===== src/rtl/ps2_scancode_rx.sv =====
// PS/2 keyboard receiver: pin sync, clock glitch filter, 11-bit frame FSM
// with odd-parity/stop checking and a watchdog for truncated frames.
module ps2_scancode_rx #(
  parameter int SYNC_STAGES    = 2,
  parameter int FILTER_LEN     = 8,
  parameter int TIMEOUT_CYCLES = 100000
) (
  input  logic       CLOCK_50,
  input  logic       Resetn,
  input  logic       PS2_CLK,
  input  logic       PS2_DAT,
  output logic [7:0] received_data,
  output logic       received_data_en,
  output logic       parity_err,
  output logic       frame_err
);

  typedef enum logic [1:0] {
    IDLE,
    DATA,
    PARITY,
    STOP
  } state_t;

  localparam logic [16:0] WD_LAST = 17'(TIMEOUT_CYCLES - 1);

  logic [SYNC_STAGES-1:0] clk_sync_q, clk_sync_d;
  logic [SYNC_STAGES-1:0] dat_sync_q, dat_sync_d;
  logic [FILTER_LEN-1:0]  hist_q, hist_d;
  logic                   fclk_q, fclk_d;
  logic                   fall_q, fall_d;

  state_t      state_q, state_d;
  logic [2:0]  bit_q, bit_d;
  logic [7:0]  shift_q, shift_d;
  logic        par_q, par_d;
  logic [16:0] wd_q, wd_d;
  logic [16:0] wd_inc;
  logic [7:0]  data_q, data_d;
  logic        en_q, en_d;
  logic        perr_q, perr_d;
  logic        ferr_q, ferr_d;

  logic clk_s;
  logic dat_s;
  logic busy;
  logic timeout;
  logic par_ok;

  assign clk_s = clk_sync_q[SYNC_STAGES-1];
  assign dat_s = dat_sync_q[SYNC_STAGES-1];

  always_comb begin
    clk_sync_d = {clk_sync_q[SYNC_STAGES-2:0], PS2_CLK};
    dat_sync_d = {dat_sync_q[SYNC_STAGES-2:0], PS2_DAT};
    hist_d     = {hist_q[FILTER_LEN-2:0], clk_s};
    fclk_d     = fclk_q;
    if (&hist_q) begin
      fclk_d = 1'b1;
    end else if (hist_q == '0) begin
      fclk_d = 1'b0;
    end
    fall_d = fclk_q & ~fclk_d;
  end

  always_ff @(posedge CLOCK_50 or negedge Resetn) begin
    if (!Resetn) begin
      clk_sync_q <= '1;
      dat_sync_q <= '1;
      hist_q     <= '1;
      fclk_q     <= 1'b1;
      fall_q     <= 1'b0;
      state_q    <= IDLE;
      bit_q      <= '0;
      shift_q    <= '0;
      par_q      <= 1'b0;
      wd_q       <= '0;
      data_q     <= '0;
      en_q       <= 1'b0;
      perr_q     <= 1'b0;
      ferr_q     <= 1'b0;
    end else begin
      clk_sync_q <= clk_sync_d;
      dat_sync_q <= dat_sync_d;
      hist_q     <= hist_d;
      fclk_q     <= fclk_d;
      fall_q     <= fall_d;
      state_q    <= state_d;
      bit_q      <= bit_d;
      shift_q    <= shift_d;
      par_q      <= par_d;
      wd_q       <= wd_d;
      data_q     <= data_d;
      en_q       <= en_d;
      perr_q     <= perr_d;
      ferr_q     <= ferr_d;
    end
  end

  // A fall in the timeout cycle wins, so the abort is gated by !fall_q.
  assign busy    = (state_q != IDLE);
  assign wd_inc  = wd_q + 17'd1;
  assign timeout = busy && !fall_q && (wd_inc == WD_LAST);

  always_comb begin
    state_d = state_q;
    case (state_q)
      IDLE:    if (fall_q && !dat_s) state_d = DATA;
      DATA:    if (fall_q && bit_q == 3'd7) state_d = PARITY;
      PARITY:  if (fall_q) state_d = STOP;
      STOP:    if (fall_q) state_d = IDLE;
      default: state_d = IDLE;
    endcase
    if (timeout) state_d = IDLE;
  end

  assign par_ok = ^{shift_q, par_q};

  always_comb begin
    bit_d   = bit_q;
    shift_d = shift_q;
    par_d   = par_q;
    data_d  = data_q;
    en_d    = 1'b0;
    perr_d  = 1'b0;
    ferr_d  = 1'b0;
    // wd_q counts cycles since the last accepted fall
    if (state_d == IDLE) begin
      wd_d = '0;
    end else if (fall_q) begin
      wd_d = 17'd1;
    end else begin
      wd_d = wd_inc;
    end
    case (state_q)
      IDLE: begin
        bit_d = '0;
      end
      DATA: begin
        if (fall_q) begin
          shift_d = {dat_s, shift_q[7:1]};
          bit_d   = bit_q + 3'd1;
        end
      end
      PARITY: begin
        if (fall_q) par_d = dat_s;
      end
      STOP: begin
        if (fall_q) begin
          unique case (1'b1)
            !dat_s: ferr_d = 1'b1;
            dat_s && par_ok: begin
              data_d = shift_q;
              en_d   = 1'b1;
            end
            dat_s && !par_ok: perr_d = 1'b1;
          endcase
        end
      end
      default: ;
    endcase
    if (timeout) begin
      ferr_d  = 1'b1;
      bit_d   = '0;
      shift_d = '0;
    end
  end

  assign received_data    = data_q;
  assign received_data_en = en_q;
  assign parity_err       = perr_q;
  assign frame_err        = ferr_q;

endmodule


===== config.mk =====
export PLATFORM = sky130hd
export DESIGN_NAME = ps2_scancode_rx
export DESIGN_NICKNAME = d
export VERILOG_FILES = /design/src/rtl/ps2_scancode_rx.sv
export SDC_FILE = /design/constraint.sdc
export NUM_CORES = 1
export LEC_CHECK = 0
export ABC_AREA = 1
export CAP_MARGIN = 20
export CORE_MARGIN = 2
export CORE_UTILIZATION = 59
export CTS_CLUSTER_SIZE = 40
export DETAILED_ROUTE_END_ITERATION = 8
export GPL_ROUTABILITY_DRIVEN = 0
export GPL_TIMING_DRIVEN = 0
export PLACE_DENSITY = 0.8
export REMOVE_ABC_BUFFERS = 1
export SYNTH_ARGS = -nofsm -noshare
export SYNTH_HDL_FRONTEND = slang
export SYNTH_SLANG_ARGS = --single-unit
export TNS_END_PERCENT = 10

===== constraint.sdc =====
create_clock -name CLOCK_50 -period 2.4 [get_ports CLOCK_50]
set_input_delay 0.48 -clock CLOCK_50 [delete_from_list [all_inputs] [get_ports CLOCK_50]]
set_output_delay 0.48 -clock CLOCK_50 [all_outputs]
set_load 0.02 [all_outputs]

---- Word-level counts from Yosys, hierarchy flattened ----
Index checks and enable logic that the tools add are counted.
operators by class
  $add $sub $neg .......................... 2
  $mul .................................... 0
  divide/modulo/power cells ............... 0
  magnitude comparators ................... 0
  equality and inequality tests ........... 6
  shift operators ......................... 0
  mux-type cells .......................... 26
  bitwise logic cells ..................... 2
  reductions and logical operators ........ 22
operator list
  kind                   count
  $mux 17                2
  $mux 8                 3
  $add 17x1->17 const B  1
  $eq 17x17->1 const B   1
  $mux 1                 12
  $mux 2                 5
  $reduce_xor 9->1       1
  $logic_not 8->1        1
  $pmux 2 s4             1
  $reduce_and 8->1       1
  $logic_and 1x1->1      6
  $mux 3                 2
  $pmux 3 s2             1
  $reduce_and 2->1       3
  $reduce_bool 2->1      3
  $eq 2x2->1 const B     2
  $logic_not 2->1        2
  $add 3x1->3 const B    1
  $eq 3x3->1 const B     1
  $logic_not 1->1        3
  $ne 3x3->1 const B     1
  $reduce_and 3->1       1
  $reduce_bool 3->1      1
  $eq 2x1->1 const B     1
  2 further kinds        2
word-level totals
  bits in registers ....................... 56
  latch bits .............................. 0
  memory bits (writable) .................. 0
  memory bits (read-only) ................. 0
  input bits .............................. 4
  memories ................................ 0

---- Logic depth before layout (Yosys ltp) ----
  word-level depth ........................ 7
  mapped depth ............................ 14

---- Least setup slack after synthesis ----
No wires, ideal clock.
  kind .................................... reg-to-reg
  start ................................... register wd_q[0]
  end ..................................... register wd_q[14]
  setup time .............................. 0.116 ns
  arrival time ............................ 1.645 ns
  required time ........................... 2.284 ns
  path slack .............................. 0.639 ns
  cell stages (with the launch flop) ...... 15
  buffers on the path ..................... 1
  period minus slack after synthesis ...... 1.761 ns
  cell sequence ........................... dfrtp_1 > ha_1 > nand2_1 > nor2_4 > nand2_1 > nand2_1 > nand2_1 > nand2_1 > nor2_1 > nand2_1 > nor2_1 > nand2_2 > o21ai_4 > buf_6 > nor2_1
on the way
  longest elaborated chain between the ends .. 6
ends and longest elaborated chain
  what                      line  RTL
  start: declaration        37    logic [16:0] wd_q, wd_d;
  start signal: assignment  92    wd_q <= wd_d;
  $add 17x1->17 (*)         102   assign wd_inc = wd_q + 17'd1;
  $eq 17x17->1              103   assign timeout = busy && !fall_q && (wd_inc == WD_LAST);
  $logic_and 1x1->1         103
  $mux 2                    114   if (timeout) state_d = IDLE;
  $logic_not 2->1           128   if (state_d == IDLE) begin
  $mux 17 (*)               128
  via wd_d[14]              37
The timed path passes the listed nets; every way through them passes the cells marked *.
A chain may end at the register's enable or synchronous reset.

---- Worst setup path in the final report ----
  start ................................... register wd_q[0]
  end ..................................... register wd_q[2]
The elaborated chain is that of the path after synthesis.

==> metrics.log <==
INFO  metric worst_setup_hold_path_clk_slew = 100 ps
INFO  metric clock_sink_count = 56
INFO  metric grt_max_degree = 30
INFO  metric max_cap_viol_count = 0
INFO  metric row_count = 24
INFO  metric drtPass1Iterations = 4
INFO  metric grt_use_total = 22.1%
INFO  metric final-setup-viol-count = 0
INFO  metric design.die.area = 5090 um2
INFO  metric layout-drive-gt1-share = 10.1%
INFO  metric numPortBuffers = 14
INFO  metric finClkSkew = 13.4 ps
INFO  metric start_kind = flip-flop
INFO  metric floorplan.io_pins = 15
INFO  metric crit_path_kind = flip-flop to flip-flop
INFO  metric finish.net_count = 352
INFO  metric timing_hold_violations_final = 0
INFO  metric grt_pass1_wl = 8950 um
INFO  metric dr_total_vias = 2,081
INFO  metric routedWlPerCell = 12.4 um
INFO  metric status = completed
INFO  metric cell_at_the_root_of_the_clock_tree = sky130_fd_sc_hd__clkbuf_8
INFO  metric fp.coreArea = 4350 um2
INFO  metric fmax = 492 MHz
INFO  metric cellLeakagePower = 0.00133 uW
INFO  metric ff2ff_setup_slack = 370 ps
INFO  metric cts_inserted_buffers = 5
INFO  metric asyncSetResetFlopFracSynth = 100%
INFO  metric timing.hold.ws = 169 ps
INFO  metric synth-seq-area-share = 53.0%
INFO  metric rsz0062_at_grt = no
INFO  metric tns = 0 ps
INFO  metric final_max_slew_viol_count = 0
INFO  metric post_cts_resized = 0
INFO  metric fill_cells = 362
INFO  metric critPathRequiredTime = 2580 ps
INFO  metric remaining_drc_errors = 0
INFO  metric worst_ir_drop_vdd = 0.383 mV
INFO  metric post-route-min-period = 2030 ps
INFO  metric synth-main-ff-cell = sky130_fd_sc_hd__dfrtp_1
INFO  metric total_number_of_h_tree_levels = 2
INFO  metric synth-edff-count = 0
INFO  metric slew_limit_headroom = 58.2%
INFO  metric worst_skew_pair.late_latency = 320 ps
INFO  metric cts_setup_buffers = 0
INFO  metric antenna_left = 0
INFO  metric power_density = 520 nW/um2
INFO  metric hold_class = input pin to asynchronous set/reset pin
INFO  metric start_util = 61.5%
INFO  metric via_per_inst = 5.24
INFO  metric antenna_cells = 0
INFO  metric syn_inst = 326
INFO  metric area_growth = 10.5%
INFO  metric die_height = 71.4 um
INFO  metric drt_wl_total = 4910 um
INFO  metric worstPathArrival = 2210 ps
INFO  metric grt-ovfl-total = 0
INFO  metric die_width = 71.4 um
INFO  metric timing_worst_slew_pin_value = 627 ps
INFO  metric timing.final.crit_share = 84.8%
INFO  metric synth_cell_types = 30
INFO  metric yosys_warnings = 0
INFO  metric synth.cell_area = 2680 um2
INFO  metric vias_in_the_first_global_route = 1,959
INFO  metric synth.ff_latch_count = 56
INFO  metric detailedPlacementHpwl = 3530 um
INFO  metric setup.worst_path.end_class = flip-flop
INFO  metric cts_tree = built
INFO  metric clockBufferDepth = 2
INFO  metric path_max_fanout = 17
INFO  metric grt_antenna_before_repair = 0
INFO  metric number_of_drc_markers_in_iteration_0 = 115
INFO  metric synth_area_per_inst = 8.21 um2
INFO  metric post_cts_hold_buffer_count = 0
synth_stat cells (all sizes together) (5+ instances only):
cell   instances  share of area [%]
nand3         31                5.8
dfrtp         43                 40
nand4          7                1.6
inv           31                4.3
a21oi         13                2.4
nand2        107                 15
xnor2          5                1.6
nor2          45                7.2
dfstp         13                 13
kinds of logic after synthesis:
kind of cell / count (synthesis) / share of synthesized area, %
AOI/OAI and AO/OA: 23 / 5.24
xor gates and xnor gates: 7 / 2.29
adders and majority gates: 4 / 1.87
buffers and inverters: 37 / 5.66
DFF: 56 / 53.0
muxes: 1 / 0.374
and+or+nand+nor: 198 / 31.6
sequential cells by signal, summed over array words and instances (netlist names):
register,cells
frame_err,1
parity_err,1
hist_q,8
dat_sync_q,2
bit_q,3
received_data,8
par_q,1
state_q,2
wd_q,17
fclk_q,1
fall_q,1
clk_sync_q,2
received_data_en,1
shift_q,8
final cells by class:
class / instances / area, um2 / area share, %
tap: 52 / 65.1 / 2.20
sequential: 56 / 1420 / 47.9
timing repair buffer: 15 / 155 / 5.25
multi-input combinational: 233 / 1110 / 37.5
clock buffer: 6 / 72.6 / 2.45
inverter: 33 / 124 / 4.19
clock inverter: 2 / 15.0 / 0.508
final timing paths:
kind | start | endpoint | cells past startpoint
worst max-delay path | wd_q[0] | wd_q[2] | 12
worst min-delay path | Resetn | wd_q[13] | 1
worst max register to register | wd_q[0] | wd_q[2] | 12
worst min register to register | dat_sync_q[0] | dat_sync_q[1] | 0
max in group asynchronous | Resetn | hist_q[6] | 2
min in group CLOCK_50 | dat_sync_q[0] | dat_sync_q[1] | 0
metrics by stage:
stage	power, uW	util, %	instances	cell area [um2]	setup slack (ps)
global placement	1030	65.5	388	2850	-794
global route	1590	67.9	397	2960	168
floorplan	1000	-	322	2650	711
CTS	1550	67.9	397	2960	397
detailed placement	1040	65.9	389	2870	438
finish	1540	67.9	397	2960	366
cell usage in the layout (no fill, tap or decap), drive strengths merged:
cell | Yosys | layout
nor3 | 2 | 2
dfstp | 13 | 13
nand4 | 7 | 7
clkdlybuf4s50 | 0 | 13
nand3b | 1 | 1
o21bai | 4 | 4
xor2 | 2 | 2
nand3 | 31 | 31
nor2 | 45 | 45
clkbuf | 1 | 6
xnor2 | 5 | 5
mux2i | 1 | 1
dfrtp | 43 | 43
o21ai | 4 | 4
clkinv | 2 | 3
nand2 | 107 | 107
nor4 | 1 | 1
o211ai | 1 | 1
buf | 3 | 2
inv | 31 | 32
a21oi | 13 | 13
o22ai | 1 | 1
ha | 4 | 4
or2 | 4 | 4
layer usage:
layer | vias up | global-route usage [%] | share of wire, %
met2 | 29 | 34.9 | 47
li1 | 1067 | - | -
met3 | 7 | 5.20 | 3.7
met4 | 0 | 5.66 | 1.1
met1 | 978 | 31.1 | 48
met5 | - | 0 | 0
critical path, cell delays in order (launching register included):
cell	delay [ps]
sky130_fd_sc_hd__dfrtp_1	390
sky130_fd_sc_hd__ha_1	210
sky130_fd_sc_hd__nand3_1	160
sky130_fd_sc_hd__nor2_1	260
sky130_fd_sc_hd__nand2_1	110
sky130_fd_sc_hd__nand2_1	80
sky130_fd_sc_hd__nand2_1	50
sky130_fd_sc_hd__nor2_1	90
sky130_fd_sc_hd__nand2_1	60
sky130_fd_sc_hd__nor2_1	110
sky130_fd_sc_hd__nand2_2	100
sky130_fd_sc_hd__o21ai_4	200
sky130_fd_sc_hd__nor2_1	80
power by group:
group	internal [uW]	leakage, uW	switching, uW
combinational	12.7	0.000550	31.4
sequential	964	0.000737	8.83
clock	209	0.0000457	310
total	1190	0.00133	350
(Power assumes the default switching activity.)
